File: config.mk
export PLATFORM = sky130hd
export DESIGN_NAME = mux_sel_arbiter
export DESIGN_NICKNAME = d
export VERILOG_FILES = /design/src/rtl/mux_sel_arbiter.sv
export SDC_FILE = /design/constraint.sdc
export NUM_CORES = 1
export LEC_CHECK = 0
export ABC_AREA = 1
export ABC_CLOCK_PERIOD_IN_PS = 1900
export CAP_MARGIN = 20
export CORE_AREA = 3 3 40 42
export CTS_BUF_LIST = sky130_fd_sc_hd__clkbuf_2 sky130_fd_sc_hd__clkbuf_4 sky130_fd_sc_hd__clkbuf_8
export DETAILED_ROUTE_END_ITERATION = 8
export DIE_AREA = 0 0 43 45
export GPL_TIMING_DRIVEN = 0
export PLACE_DENSITY = 0.69
export SETUP_SLACK_MARGIN = 0.15
export SKIP_LAST_GASP = 1
export SLEW_MARGIN = 20
export SYNTH_ARGS = -nofsm -noshare
export SYNTH_HDL_FRONTEND = slang
export SYNTH_SLANG_ARGS = --single-unit
export TNS_END_PERCENT = 20
File: constraint.sdc
create_clock -name clk -period 1.9 [get_ports clk]
set_clock_uncertainty 0.15 [all_clocks]
set_input_delay 0.19 -clock clk [delete_from_list [all_inputs] [get_ports clk]]
set_output_delay 0.19 -clock clk [all_outputs]
set_load 0.02 [all_outputs]
File: src/rtl/mux_sel_arbiter.sv
// Two-source burst arbiter that drives the select of a downstream 2:1 mux.
// Round-robin between sources, up to BURST beats per grant, with no idle bubble on hand-over.
module mux_sel_arbiter #(
    parameter int BURST = 4
) (
    input  logic clk,
    input  logic rst_n,
    input  logic req_0,
    input  logic req_1,
    input  logic out_ready,
    output logic sel,
    output logic ready_0,
    output logic ready_1,
    output logic out_valid
);
    typedef enum logic [1:0] {IDLE, GNT0, GNT1} state_t;

    localparam logic [3:0] BURST_C = 4'(BURST);

    state_t     state_q, state_d;
    logic [3:0] cnt_q, cnt_d;
    logic       last_q, last_d;
    logic       sel_q;

    logic       own_req;
    logic       other_req;
    logic       xfer;
    logic [3:0] cnt_inc;

    assign out_valid = ((state_q == GNT0) && req_0) || ((state_q == GNT1) && req_1);
    assign ready_0   = (state_q == GNT0) && out_ready;
    assign ready_1   = (state_q == GNT1) && out_ready;
    assign sel       = sel_q;

    always_comb begin
        state_d   = state_q;
        cnt_d     = cnt_q;
        last_d    = last_q;
        own_req   = (state_q == GNT1) ? req_1 : req_0;
        other_req = (state_q == GNT1) ? req_0 : req_1;
        xfer      = out_valid && out_ready;
        cnt_inc   = cnt_q + 4'd1;

        case (state_q)
            IDLE: begin
                if (req_0 && req_1) begin
                    state_d = last_q ? GNT0 : GNT1;
                end else if (req_0) begin
                    state_d = GNT0;
                end else if (req_1) begin
                    state_d = GNT1;
                end
            end
            GNT0, GNT1: begin
                if (!own_req || (xfer && (cnt_inc == BURST_C))) begin
                    // Hand-over to the other source beats re-grant of the current one.
                    cnt_d = 4'd0;
                    if (other_req) begin
                        state_d = (state_q == GNT0) ? GNT1 : GNT0;
                    end else if (own_req) begin
                        state_d = state_q;
                    end else begin
                        state_d = IDLE;
                    end
                end else if (xfer) begin
                    cnt_d = cnt_inc;
                end
            end
            default: begin
                state_d = IDLE;
                cnt_d   = 4'd0;
            end
        endcase

        if (state_d != IDLE) begin
            last_d = (state_d == GNT1);
        end
    end

    // last_q resets to 1 so source 0 wins the first contention.
    always_ff @(posedge clk or negedge rst_n) begin
        if (!rst_n) begin
            state_q <= IDLE;
            cnt_q   <= 4'd0;
            last_q  <= 1'b1;
            sel_q   <= 1'b0;
        end else begin
            state_q <= state_d;
            cnt_q   <= cnt_d;
            last_q  <= last_d;
            sel_q   <= (state_d == GNT1);
        end
    end
endmodule

### Yosys cells after proc, flatten, opt, wreduce, memory -nomap -nowiden

Cells that the tools add are included.
W data, S select, Z words.

| operators by class | value |
|---|---|
| add/sub/neg operators | 1 |
| multiply operators | 0 |
| divide/modulo/power cells | 0 |
| magnitude comparators | 0 |
| equality and inequality tests | 5 |
| shift-type cells | 0 |
| muxes and demuxes | 14 |
| bitwise gates (word level) | 1 |
| reduce and logical (&&, ||, !) cells | 14 |

Operators by type and width:

| cell | count |
|---|---|
| $mux W2 | 8 |
| $mux W4 | 2 |
| $pmux W4 S2 | 1 |
| $logic_and A1 B1 Y1 | 7 |
| $add A4 B1 Y4 const B | 1 |
| $eq A2 B2 Y1 const B | 2 |
| $eq A4 B3 Y1 const B | 1 |
| $pmux W2 S2 | 1 |
| $ne A3 B3 Y1 const B | 1 |
| $eq A2 B1 Y1 const B | 1 |
| $logic_not A2 Y1 | 1 |
| $logic_or A1 B1 Y1 | 2 |
| $mux W1 | 2 |
| $reduce_and A2 Y1 | 1 |
| $reduce_bool A2 Y1 | 1 |
| $reduce_or A2 Y1 | 1 |
| $logic_not A1 Y1 | 1 |
| $not A1 Y1 | 1 |

| word-level totals | value |
|---|---|
| bits in registers | 8 |
| bits in latches | 0 |
| RAM bits | 0 |
| ROM bits | 0 |
| bits of input ports | 5 |
| logic and storage cells | 39 |
| memories kept | 0 |

### Longest topological paths before layout

Gate-level depths: netlist of run 1.

| depth | value |
|---|---|
| depth in word-level cells | 9 |
| mapped depth | 15 |
| gate-level depth less buffers | 15 |

### Worst setup path before layout of run 1

No wires, ideal clock.

| timing | value |
|---|---|
| path type | register to register |
| start | register state_q[0] |
| end | register last_q |
| arrival | 1.593 ns |
| setup slack | 0.084 ns |
| stages on the path, launching flop included | 16 |
| buffers on the path | 0 |
| period minus slack after synthesis | 1.816 ns |
| cells stage by stage | dfrtp_1 -> inv_1 -> ha_1 -> nand2_2 -> nand2_2 -> nand2_2 -> nor2_2 -> nand2_2 -> nand2_4 -> nand2_1 -> nand3_1 -> nand2_1 -> nand2_1 -> nand2_1 -> nand2_1 -> inv_1 |

| on the way | value |
|---|---|
| longest elaborated chain between the ends | 9 |

Ends and longest elaborated chain:

| element | line | RTL |
|---|---|---|
| from (decl) | 20 | `state_t state_q, state_d;` |
| from (signal assigned) | 88 | `state_q <= state_d;` |
| $eq A2 B1 Y1 or $eq A2 B2 Y1 (tied branches) | 30 | `assign out_valid = ((state_q == GNT0) && req_0) \|\| ((state_q == GNT1) && req_1);` |
| $logic_and A1 B1 Y1 | 30 |  |
| $logic_or A1 B1 Y1 * | 30 |  |
| net out_valid | 14 | `output logic out_valid` |
| $logic_and A1 B1 Y1 * | 41 | `xfer = out_valid && out_ready;` |
| $logic_and A1 B1 Y1 * | 55 | `if (!own_req \|\| (xfer && (cnt_inc == BURST_C))) begin` |
| $logic_or A1 B1 Y1 * | 55 |  |
| $mux W2 * | 55 |  |
| $pmux W2 S2 * | 44 | `case (state_q)` |
| $eq A2 B2 Y1 or $reduce_bool A2 Y1 (tied branches) | 76, 75 |  |
| to (signal assigned) | 90 | `last_q <= last_d;` |
| to (decl) | 22 | `logic last_q, last_d;` |

The timed path passes the listed nets; every way through them passes the cells marked *.
A chain may end at the register's enable or synchronous reset.

### Final worst setup path of run 1

| timing | value |
|---|---|
| start | register state_q[0] |
| end | register cnt_q[2] |

| on the way | value |
|---|---|
| longest elaborated chain between the ends | 8 |

Ends and longest elaborated chain:

| element | line | RTL |
|---|---|---|
| $eq A2 B1 Y1 or $eq A2 B2 Y1 (tied branches) | 30, 44, 39 |  |
| $logic_and A1 B1 Y1 | 30 |  |
| $logic_or A1 B1 Y1 | 30 |  |
| $logic_and A1 B1 Y1 | 41 |  |
| $logic_and A1 B1 Y1 | 55 |  |
| $logic_or A1 B1 Y1 | 55 |  |
| $mux W4 or $ne A3 B3 Y1 (tied branches) | -- |  |
| $pmux W4 S2 or $reduce_and A2 Y1 (tied branches) | -- |  |
| to (signal assigned) | 89 | `cnt_q <= cnt_d;` |
| to (decl) | 21 | `logic [3:0] cnt_q, cnt_d;` |

Parallel ways exist; a longest one is shown, timed or not.

==> qor.csv, run 1 <==
stage,metric,value,unit
outcome,run status,"complete, no violations",
final_layout,ant diodes,0,
cts,clock slew at reported path FFs,0.05,ns
synth,flop and latch count out of synthesis,8,
worst_setup_path,Reg2Reg Setup Slack,0.12,ns
worst_setup_path,Critical Path AT,1.77,ns
min_path,Tightest Hold Check Type,in -> async,
cts,CTS tree,yes,
place,routability cong.,0.7092,
die,die area,1935,sq um
worst_setup_path,CP required,1.88,ns
global_routing,grt ovf,0,
die,core area,1285,sq um
power_and_ir_drop,internal power,0.0006354,W
die,row count,13,
cts,Root Buffer,clkbuf_4,
synth,prevailing post-synth register cell,dfrtp_1,
cts,total CTS buffers,3,
synth,Post-Syn Area,606.8,sq um
power_and_ir_drop,Max VDD drop,0.7450,mV
global_routing,vias in the first global route,541,
final_layout,number of fillers in the final layout,117,
worst_setup_path,startpoint types,register,
power_and_ir_drop,share of total power in combinational logic,63.2,%
power_and_ir_drop,Net Sw Power,0.0005525,W
power_and_ir_drop,clock power share,12.2,%
global_routing,initial antenna violation count,0,
worst_setup_path,Reg2Reg Launch Point,state_q[0]$_DFF_PN0_,
worst_setup_path,Worst Reg2Reg Path Length in Cells,14,
worst_setup_path,worst-path maximum fanout,5,
synth,Syn. warnings,0,
synth,Synth Instances,88,
power_and_ir_drop,Seq pwr share,24.6,%
die,Starting Density,47.22,%
worst_setup_path,capturing point of the worst reg2reg path,cnt_q[2]$_DFFE_PN0P_,
sta,Tcrit/Tclk final,93.80,%
routing,First DRT Iteration DRCs,3,
routing,vias per cell,4.717,
sta,fmax,561.1,MHz
worst_setup_path,Setup CP Type,reg -> reg,
sta,final hold vios,0,
die,Die H,45,um
worst_setup_path,crit path to,cnt_q[2]$_DFFE_PN0P_,
synth,cell with the most instances after synthesis,nand2_1,
worst_setup_path,crit path from,state_q[0]$_DFF_PN0_,
routing,drt pass-1 iters,5,
sta,Slew headroom,78.07,%
sta,RSZ-0062 raised after global routing,true,
flow_run,MaxCap Viol Count,0,
synth,post-synth top area share,28.87,%
place,Final HPWL DP,882.8,um
cts,CTS Sinks,8,
synth,post-synthesis cell type count,20,
final_layout,Post-Layout Inst Area,849.6,sq um
sta,# setup viols final,0,
die,die span in x,43,um
cts,H-tree levels,1,
routing,DRT Wirelength,1133,um
die,IO Pins,9,
final_layout,area delta synth->final,40.00,%
sta,fin crit period,1.782,ns
place,placed cells,111,
synth,count of flip-flops with a built-in enable after synthesis,0,
routing,Vias,566,
sta,Final Max Slew Viols,0,
synth,Post-synth top cells,"28 x nand2_1, 15 x inv_1, 7 x dfrtp_1",
sta,setup TNS,0,ns
place,Post-DP Area,718.2,sq um
synth,top post-synthesis cells by area,"dfrtp_1 29%, nand2_1 17%, ha_1 10%",
global_routing,first-pass GRT wire length,2049,um
cts,clk buf depth,2,
global_routing,Total Routing Usage GR,14.21,%
final_layout,"Net count, final",116,
final_layout,layout cells sized above 1,30.48,%
sta,Slew @ Worst Pin,0.3279,ns
routing,Wirelength per Cell,9.442,um
synth,post-synth net total,98,
cts,hold_buf cts,0,
final_layout,end-of-flow core utilization,66.11,%
synth,post-synth top area cell,dfrtp_1,
synth,"Async S/R FF share, synth",100.0,%
worst_setup_path,Setup crit end kind,register,
routing,Routed Antenna Nets,0,
cts,worst-skew pair later-pin latency,0.24,ns
synth,"Seq/Total Area, Yosys",33.20,%
synth,Syn Area/Cell,6.896,sq um
final_layout,Post-Layout Cell Count,120,
power_and_ir_drop,PD cells,1398,nW/um^2
global_routing,largest net degree at the start of global routing,9,
power_and_ir_drop,Net Sw Frac,46.51,%
routing,DR DRC count,0,
power_and_ir_drop,Leak,0.4448,nW
place,number of port buffers,8,
==> sequential cells by signal, indices dropped and copies added (netlist names) <==
signal   flops
state_q      2
sel          1
cnt_q        4
last_q       1
==> worst min path at each step <==
stage / end / cells past startpoint / slack, ns / start
2_1_floorplan: cnt_q[0]$_DFFE_PN0P_ / 0 / -0.26 / rst_n
3_3_place_gp: cnt_q[3]$_DFFE_PN0P_ / 1 / 0.33 / rst_n
3_5_place_dp: cnt_q[3]$_DFFE_PN0P_ / 1 / 0.33 / rst_n
4_1_cts: cnt_q[3]$_DFFE_PN0P_ / 1 / 0.06 / rst_n
5_1_grt: cnt_q[1]$_DFFE_PN0P_ / 1 / 0.07 / rst_n
6_report: cnt_q[3]$_DFFE_PN0P_ / 1 / 0.06 / rst_n
==> logic make-up after synthesis <==
kind of cell	after synthesis	share of synthesized area, %
adder cells (fa/ha/maj)	5	10.31
AO/OA/AOI/OAI	9	9.073
buffers and inverters	17	10.72
XOR/XNOR	1	1.444
AND/OR/NAND/NOR	48	35.26
flip-flops	8	33.20
==> power groups by stage <==
stage	Combinational, W	Clock (W)	Sequential [W]
3_5_place_dp	0.000605	0	0.000286
6_report	0.000751	0.000145	0.000293
2_1_floorplan	0.000458	0	0.000281
3_3_place_gp	0.000600	0	0.000284
5_1_grt	0.000848	0.000162	0.000300
4_1_cts	0.000662	0.000153	0.000294
==> metal layers <==
layer,vias up,wire (um),GRT usage [%]
met3,2,34,1.992
met4,0,9,9.639
li1,310,-,-
met5,-,0,0
met2,11,556,24.55
met1,243,533,16.38
==> metrics by stage <==
step | hold WS, ns | setup WS (ns) | power (W)
global route | 0.07278 | -0.006773 | 0.001311
CTS | 0.06435 | 0.09847 | 0.001110
global placement | 0.3303 | 0.007671 | 0.0008841
detailed placement | 0.3344 | -0.02173 | 0.0008902
finish | 0.05681 | 0.1178 | 0.001188
floorplan | -0.2556 | 0.1627 | 0.0007397
==> worst max-delay path, cell delays in order (launching register included) <==
cell and delay, ns:
dfrtp_2 0.43, buf_4 0.15, ha_4 0.16, nand2_2 0.08
nand2_4 0.05, nand2_4 0.06, nor2_4 0.04, nand2_4 0.07
nand2_4 0.06, inv_2 0.07, nand3_2 0.07, nand2_4 0.11
inv_4 0.04, nand2_1 0.06, o21ai_2 0.06
==> what timing repair did <==
action / in CTS / in global routing
setup buffers: 3 / 2
endpoints found under the setup margin: 11 / 11
pin swaps: 1 / 5
resized for setup: 9 / 11
==> final cells by class <==
cell class / count / area [sq um] / share of cell area [%]
clock buffers: 4 / 30.03 / 3.535
flip-flops and latches: 8 / 203.9 / 24.01
well taps: 15 / 18.77 / 2.209
inverters: 17 / 68.82 / 8.100
repair buffers: 13 / 113.9 / 13.40
multi-input cells: 63 / 414.1 / 48.75
==> layout by cell type, fill, tap and decap left out <==
master            n
nand2_1          24
inv_1            13
nand2_4           6
nor2_1            5
dfrtp_1           5
clkdlybuf4s50_1   5
buf_4             5
nand2_2           4
nand3_1           4
clkbuf_4          4
o21ai_1           3
ha_1              3
dlygate4sd2_1     3
inv_4             2
inv_2             2
o21ai_2           2
o21ai_0           2
nor3_1            2
ha_4              2
dfrtp_2           2
nor2_4            1
nand4_1           1
o221ai_1          1
o21bai_1          1
nand3_2           1
xnor2_1           1
dfstp_2           1
Note: power is estimated with default switching activity, not from simulation.
==> run 2, diff against run 1 <==
--- a/config.mk
+++ b/config.mk
@@ -8,15 +8,14 @@
 export ABC_AREA = 1
 export ABC_CLOCK_PERIOD_IN_PS = 1900
 export CAP_MARGIN = 20
-export CORE_AREA = 3 3 40 42
+export CORE_AREA = 5 5 42 44
 export CTS_BUF_LIST = sky130_fd_sc_hd__clkbuf_2 sky130_fd_sc_hd__clkbuf_4 sky130_fd_sc_hd__clkbuf_8
 export DETAILED_ROUTE_END_ITERATION = 8
-export DIE_AREA = 0 0 43 45
+export DIE_AREA = 0 0 47 49
 export GPL_TIMING_DRIVEN = 0
 export PLACE_DENSITY = 0.69
 export SETUP_SLACK_MARGIN = 0.15
 export SKIP_LAST_GASP = 1
-export SLEW_MARGIN = 20
 export SYNTH_ARGS = -nofsm -noshare
 export SYNTH_HDL_FRONTEND = slang
 export SYNTH_SLANG_ARGS = --single-unit
==> qor.csv, run 2 (synthesized netlist as in run 1, its figures left out) <==
stage,metric,value,unit,change
sta,# setup viols final,0,,unchanged
sta,fin crit period,1.785,ns,was 1.782 ns
worst_setup_path,Reg2Reg Setup Slack,0.11,ns,was 0.12 ns
worst_setup_path,worst-path maximum fanout,5,,unchanged
sta,Tcrit/Tclk final,93.97,%,was 93.80%
routing,DRT Wirelength,1157,um,was 1133 um
cts,H-tree levels,1,,unchanged
sta,Final Max Slew Viols,0,,unchanged
worst_setup_path,startpoint types,register,,unchanged
cts,total CTS buffers,3,,unchanged
worst_setup_path,capturing point of the worst reg2reg path,last_q$_DFFE_PN1P_,,was cnt_q[2]$_DFFE_PN0P_
global_routing,first-pass GRT wire length,1987,um,was 2049 um
final_layout,most frequent cells in the layout,"25 x nand2_1, 13 x inv_1, 6 x nand2_4",,"was 24 x nand2_1, 13 x inv_1, 6 x nand2_4"
die,IO Pins,9,,unchanged
die,Starting Density,43.30,%,was 47.22%
die,core area,1401,sq um,was 1285 sq um
die,Die H,49,um,was 45 um
final_layout,top flop regs,"cnt_q x4, state_q x2",,unchanged
routing,vias per cell,4.769,,was 4.717
cts,clock slew at reported path FFs,0.05,ns,about the same
cts,Root Buffer,clkbuf_4,,unchanged
sta,Slew @ Worst Pin,0.3265,ns,was 0.3279 ns
routing,drt pass-1 iters,4,,was 5
worst_setup_path,CP required,1.93,ns,was 1.88 ns
final_layout,area delta synth->final,39.79,%,was 40.00%
place,routability cong.,0.8342,,was 0.7092
global_routing,initial antenna violation count,0,,unchanged
routing,Vias,577,,was 566
final_layout,layout cells sized above 1,28.57,%,was 30.48%
die,die span in x,47,um,was 43 um
die,die area,2303,sq um,was 1935 sq um
min_path,Tightest Hold Check Type,in -> async,,unchanged
place,Final HPWL DP,918.3,um,was 882.8 um
worst_setup_path,Reg2Reg Launch Point,state_q[0]$_DFF_PN0_,,unchanged
global_routing,largest net degree at the start of global routing,9,,unchanged
final_layout,end-of-flow core utilization,60.54,%,was 66.11%
sta,final hold vios,0,,unchanged
cts,CTS tree,yes,,unchanged
power_and_ir_drop,Max VDD drop,1.001,mV,was 0.7450 mV
routing,Wirelength per Cell,9.562,um,was 9.442 um
cts,hold_buf cts,0,,unchanged
worst_setup_path,Setup CP Type,reg -> reg,,unchanged
final_layout,number of fillers in the final layout,121,,was 117
final_layout,"most common cell after layout, fill and taps aside",nand2_1,,unchanged
cts,worst-skew pair later-pin latency,0.24,ns,about the same
cts,CTS Sinks,8,,unchanged
global_routing,vias in the first global route,506,,was 541
routing,First DRT Iteration DRCs,12,,was 3
power_and_ir_drop,Leak,0.4427,nW,was 0.4448 nW
routing,Routed Antenna Nets,0,,unchanged
sta,setup TNS,0,ns,unchanged
global_routing,Total Routing Usage GR,11.74,%,was 14.21%
place,number of port buffers,8,,unchanged
worst_setup_path,Worst Reg2Reg Path Length in Cells,15,,was 14
final_layout,"Net count, final",116,,unchanged
die,row count,14,,was 13
sta,Slew headroom,78.16,%,was 78.07%
final_layout,ant diodes,0,,unchanged
worst_setup_path,Setup crit end kind,register,,unchanged
sta,RSZ-0062 raised after global routing,true,,unchanged
routing,DR DRC count,0,,unchanged
final_layout,Top reg by flops,cnt_q,,unchanged
sta,fmax,560.1,MHz,was 561.1 MHz
final_layout,Largest register FFs,4,,unchanged
place,Post-DP Area,719.4,sq um,was 718.2 sq um
worst_setup_path,Critical Path AT,1.81,ns,was 1.77 ns
global_routing,grt ovf,0,,unchanged
flow_run,MaxCap Viol Count,0,,unchanged
outcome,run status,"complete, no violations",,unchanged
cts,clk buf depth,2,,unchanged
final_layout,Post-Layout Inst Area,848.3,sq um,was 849.6 sq um
power_and_ir_drop,PD cells,1392,nW/um^2,was 1398 nW/um^2
## run 2: critical path, cell delays in order (launching register included)
cell and delay (ns):
dfrtp_2 0.45, inv_2 0.09, ha_4 0.17, nand2_4 0.07
nand2_4 0.08, nand2_4 0.05, nor2_4 0.10, nand2_4 0.07
nand2_4 0.08, nand2_2 0.05, nand2_1 0.06, nand2_1 0.05
nand2_1 0.10, nand2_1 0.07, nand2_1 0.06, inv_1 0.03
## run 2: area by class of cell
type	count	area, sq um	share of cell area, %
flip-flops and latches	8	203.9	24.04
clock buffers	4	30.03	3.540
inverters	17	65.06	7.670
repair buffers	13	113.9	13.42
well taps	16	20.02	2.360
multi-input cells	63	415.4	48.97
## run 2: worst max-delay path by stage
stage / start / to / slack (ns) / depth (start not counted)
after floorplan: state_q[0]$_DFF_PN0_ / last_q$_DFFE_PN1P_ / 0.16 / 15
final: state_q[0]$_DFF_PN0_ / last_q$_DFFE_PN1P_ / 0.11 / 15
after detailed placement: req_1 / last_q$_DFFE_PN1P_ / -0.003 / 14
after CTS: state_q[0]$_DFF_PN0_ / last_q$_DFFE_PN1P_ / 0.13 / 15
after global routing: state_q[0]$_DFF_PN0_ / last_q$_DFFE_PN1P_ / -0.01 / 15
after global placement: req_1 / cnt_q[2]$_DFFE_PN0P_ / 0.01 / 13
## run 2: report_power, final
part           internal, W  switching [W]
combinational     0.000305       0.000438
sequential        0.000237      0.0000568
clock            0.0000941      0.0000499
total             0.000636       0.000545
## run 2: per-layer routing
metal,global-route usage (%),routed length [um]
met1,14.51,527
met2,18.10,567
met3,2.214,28
met4,6.912,34
met5,0,0
## run 2: stage by stage
stage               std cells  hold slack (ns)   power, W  worst slack [ns]
floorplan                  88          -0.2556  0.0007397            0.1627
global placement          112           0.3262  0.0008823           0.01392
detailed placement        112           0.3285  0.0008983         -0.003281
CTS                       120          0.06240   0.001151            0.1333
global route              121          0.07126   0.001296          -0.01419
finish                    121          0.05747   0.001181            0.1145
## run 2: timing repair
| item | 4_1_cts | 5_1_grt |
|---|---|---|
| gates resized for setup | 13 | 5 |
| pin swaps | 2 | 1 |
| setup buffers | 4 | 1 |
| endpoints found under the setup margin | 11 | 11 |
| hold endpoints to repair | 0 | 0 |
==> run 3, diff against run 2 <==
--- a/config.mk
+++ b/config.mk
@@ -8,10 +8,10 @@
 export ABC_AREA = 1
 export ABC_CLOCK_PERIOD_IN_PS = 1900
 export CAP_MARGIN = 20
-export CORE_AREA = 5 5 42 44
+export CORE_AREA = 2 2 39 41
 export CTS_BUF_LIST = sky130_fd_sc_hd__clkbuf_2 sky130_fd_sc_hd__clkbuf_4 sky130_fd_sc_hd__clkbuf_8
 export DETAILED_ROUTE_END_ITERATION = 8
-export DIE_AREA = 0 0 47 49
+export DIE_AREA = 0 0 41 43
 export GPL_TIMING_DRIVEN = 0
 export PLACE_DENSITY = 0.69
 export SETUP_SLACK_MARGIN = 0.15
==> qor.csv, run 3 (synthesized netlist as in run 1, its figures left out) <==
stage,metric,value,unit,change
outcome,run status,"complete, no violations",,unchanged
routing,DR DRC count,0,,unchanged
sta,# setup viols final,0,,unchanged
cts,total CTS buffers,3,,unchanged
sta,Tcrit/Tclk final,95.32,%,was 93.97%
sta,final setup margin,0.08883,ns,was 0.1145 ns
final_layout,ant diodes,0,,unchanged
worst_setup_path,Critical Path AT,1.85,ns,was 1.81 ns
die,row count,14,,unchanged
routing,Vias,584,,was 577
die,die span in x,41,um,was 47 um
worst_setup_path,worst-path maximum fanout,5,,unchanged
cts,CTS tree,yes,,unchanged
final_layout,number of fillers in the final layout,129,,was 121
final_layout,"most common cell after layout, fill and taps aside",nand2_1,,unchanged
worst_setup_path,Setup CP Type,reg -> reg,,unchanged
routing,DRT Wirelength,1228,um,was 1157 um
die,die area,1763,sq um,was 2303 sq um
routing,Wirelength per Cell,10.07,um,was 9.562 um
power_and_ir_drop,Max VDD drop,0.8162,mV,was 1.001 mV
worst_setup_path,startpoint types,register,,unchanged
worst_setup_path,Setup crit end kind,register,,unchanged
final_layout,"Net count, final",117,,was 116
cts,clk buf depth,2,,unchanged
flow_run,MaxCap Viol Count,0,,unchanged
global_routing,vias in the first global route,542,,was 506
final_layout,top flop regs,"cnt_q x4, state_q x2",,unchanged
cts,Root Buffer,clkbuf_4,,unchanged
cts,hold_buf cts,0,,unchanged
sta,final hold vios,0,,unchanged
global_routing,Total Routing Usage GR,18.23,%,was 11.74%
power_and_ir_drop,PD cells,1447,nW/um^2,was 1392 nW/um^2
final_layout,most frequent cells in the layout,"21 x nand2_1, 12 x inv_1, 7 x nand2_2",,"was 25 x nand2_1, 13 x inv_1, 6 x nand2_4"
routing,First DRT Iteration DRCs,3,,was 12
routing,drt pass-1 iters,2,,was 4
cts,H-tree levels,1,,unchanged
sta,Final Max Slew Viols,0,,unchanged
routing,vias per cell,4.787,,was 4.769
sta,fin crit period,1.811,ns,was 1.785 ns
global_routing,initial antenna violation count,0,,unchanged
sta,fmax,552.1,MHz,was 560.1 MHz
min_path,Tightest Hold Check Type,in -> async,,unchanged
final_layout,Largest register FFs,4,,unchanged
sta,Min Hold Slack,0.05422,ns,was 0.05747 ns
place,routability cong.,0.7581,,was 0.8342
sta,Slew @ Worst Pin,0.3374,ns,was 0.3265 ns
sta,Slew headroom,77.44,%,was 78.16%
global_routing,largest net degree at the start of global routing,9,,unchanged
cts,worst-skew pair later-pin latency,0.25,ns,was 0.24 ns
final_layout,Top reg by flops,cnt_q,,unchanged
routing,Routed Antenna Nets,0,,unchanged
place,number of port buffers,8,,unchanged
global_routing,first-pass GRT wire length,2125,um,was 1987 um
power_and_ir_drop,Leak,0.4525,nW,was 0.4427 nW
sta,RSZ-0062 raised after global routing,true,,unchanged
cts,CTS Sinks,8,,unchanged
place,Final HPWL DP,880.9,um,was 918.3 um
die,IO Pins,9,,unchanged
worst_setup_path,CP required,1.94,ns,was 1.93 ns
global_routing,grt ovf,0,,unchanged
die,core area,1384,sq um,was 1401 sq um
final_layout,layout cells sized above 1,35.85,%,was 28.57%
final_layout,area delta synth->final,45.15,%,was 39.79%
die,Die H,43,um,was 49 um
cts,clock slew at reported path FFs,0.05,ns,about the same
final_layout,end-of-flow core utilization,63.65,%,was 60.54%
die,Starting Density,43.85,%,was 43.30%
place,Place WS,-0.005092,ns,was -0.003281 ns
## run 3: path summary, 6_finish.rpt
path | startpoint | slack (ns) | cells after the start | endpoint
hold / removal | rst_n | 0.05 | 1 | cnt_q[2]$_DFFE_PN0P_
hold reg to reg | cnt_q[3]$_DFFE_PN0P_ | 0.39 | 2 | cnt_q[3]$_DFFE_PN0P_
min in group clk | cnt_q[3]$_DFFE_PN0P_ | 0.39 | 2 | cnt_q[3]$_DFFE_PN0P_
setup reg to reg | state_q[0]$_DFF_PN0_ | 0.09 | 15 | last_q$_DFFE_PN1P_
max in group asynchronous | rst_n | 1.25 | 1 | last_q$_DFFE_PN1P_
setup / recovery | state_q[0]$_DFF_PN0_ | 0.09 | 15 | last_q$_DFFE_PN1P_
## run 3: final cells by class
cell class,instances,area (sq um),share of cell area [%]
Multi-Input combinational cell,63,426.7,48.44
Timing Repair Buffer,14,133.9,15.20
Clock buffer,4,30.03,3.409
Sequential cell,8,203.9,23.15
Tap cell,16,20.02,2.273
Inverter,17,66.31,7.528
## run 3: critical path: stages, from the launching register on
cell and delay, ns:
dfrtp_2 0.43, inv_2 0.09, ha_4 0.18, nand2_4 0.07, nand2_4 0.08, nand2_4 0.05, nor2_4 0.12, nand2_4 0.07
nand2_4 0.07, nand2_1 0.05, nand3_1 0.06, nand2_1 0.07, nand2_2 0.09, nand2_2 0.06, nand2_2 0.06, inv_2 0.03
## run 3: stage by stage
stage                     area, sq um  setup TNS (ns)  total power [W]  cells
after detailed placement        719.4       -0.005092        0.0008925    112
after global routing            880.8        -0.04331         0.001409    122
after floorplan                 619.3               0        0.0007397     88
after global placement          719.4               0        0.0008854    112
final                           880.8               0         0.001275    122
after CTS                       815.8               0         0.001157    120
## run 3: power by group
group,switching [W],internal (W),leakage [nW]
combinational,0.000481,0.000352,0.333
sequential,0.0000537,0.000236,0.101
clock,0.0000567,0.0000945,0.0184
## run 3: repair_timing
item,CTS,global route
setup buffers,4,2
setup endpoints to repair,11,11
pin swaps,1,8
resized for setup,13,12
## run 3: per-layer routing
metal	GRT usage (%)	routed length [um]	vias up
met3	3.141	36	4
met4	14.00	30	0
met5	0	0	-
li1	-	-	312
met2	28.44	608	12
met1	20.54	552	256
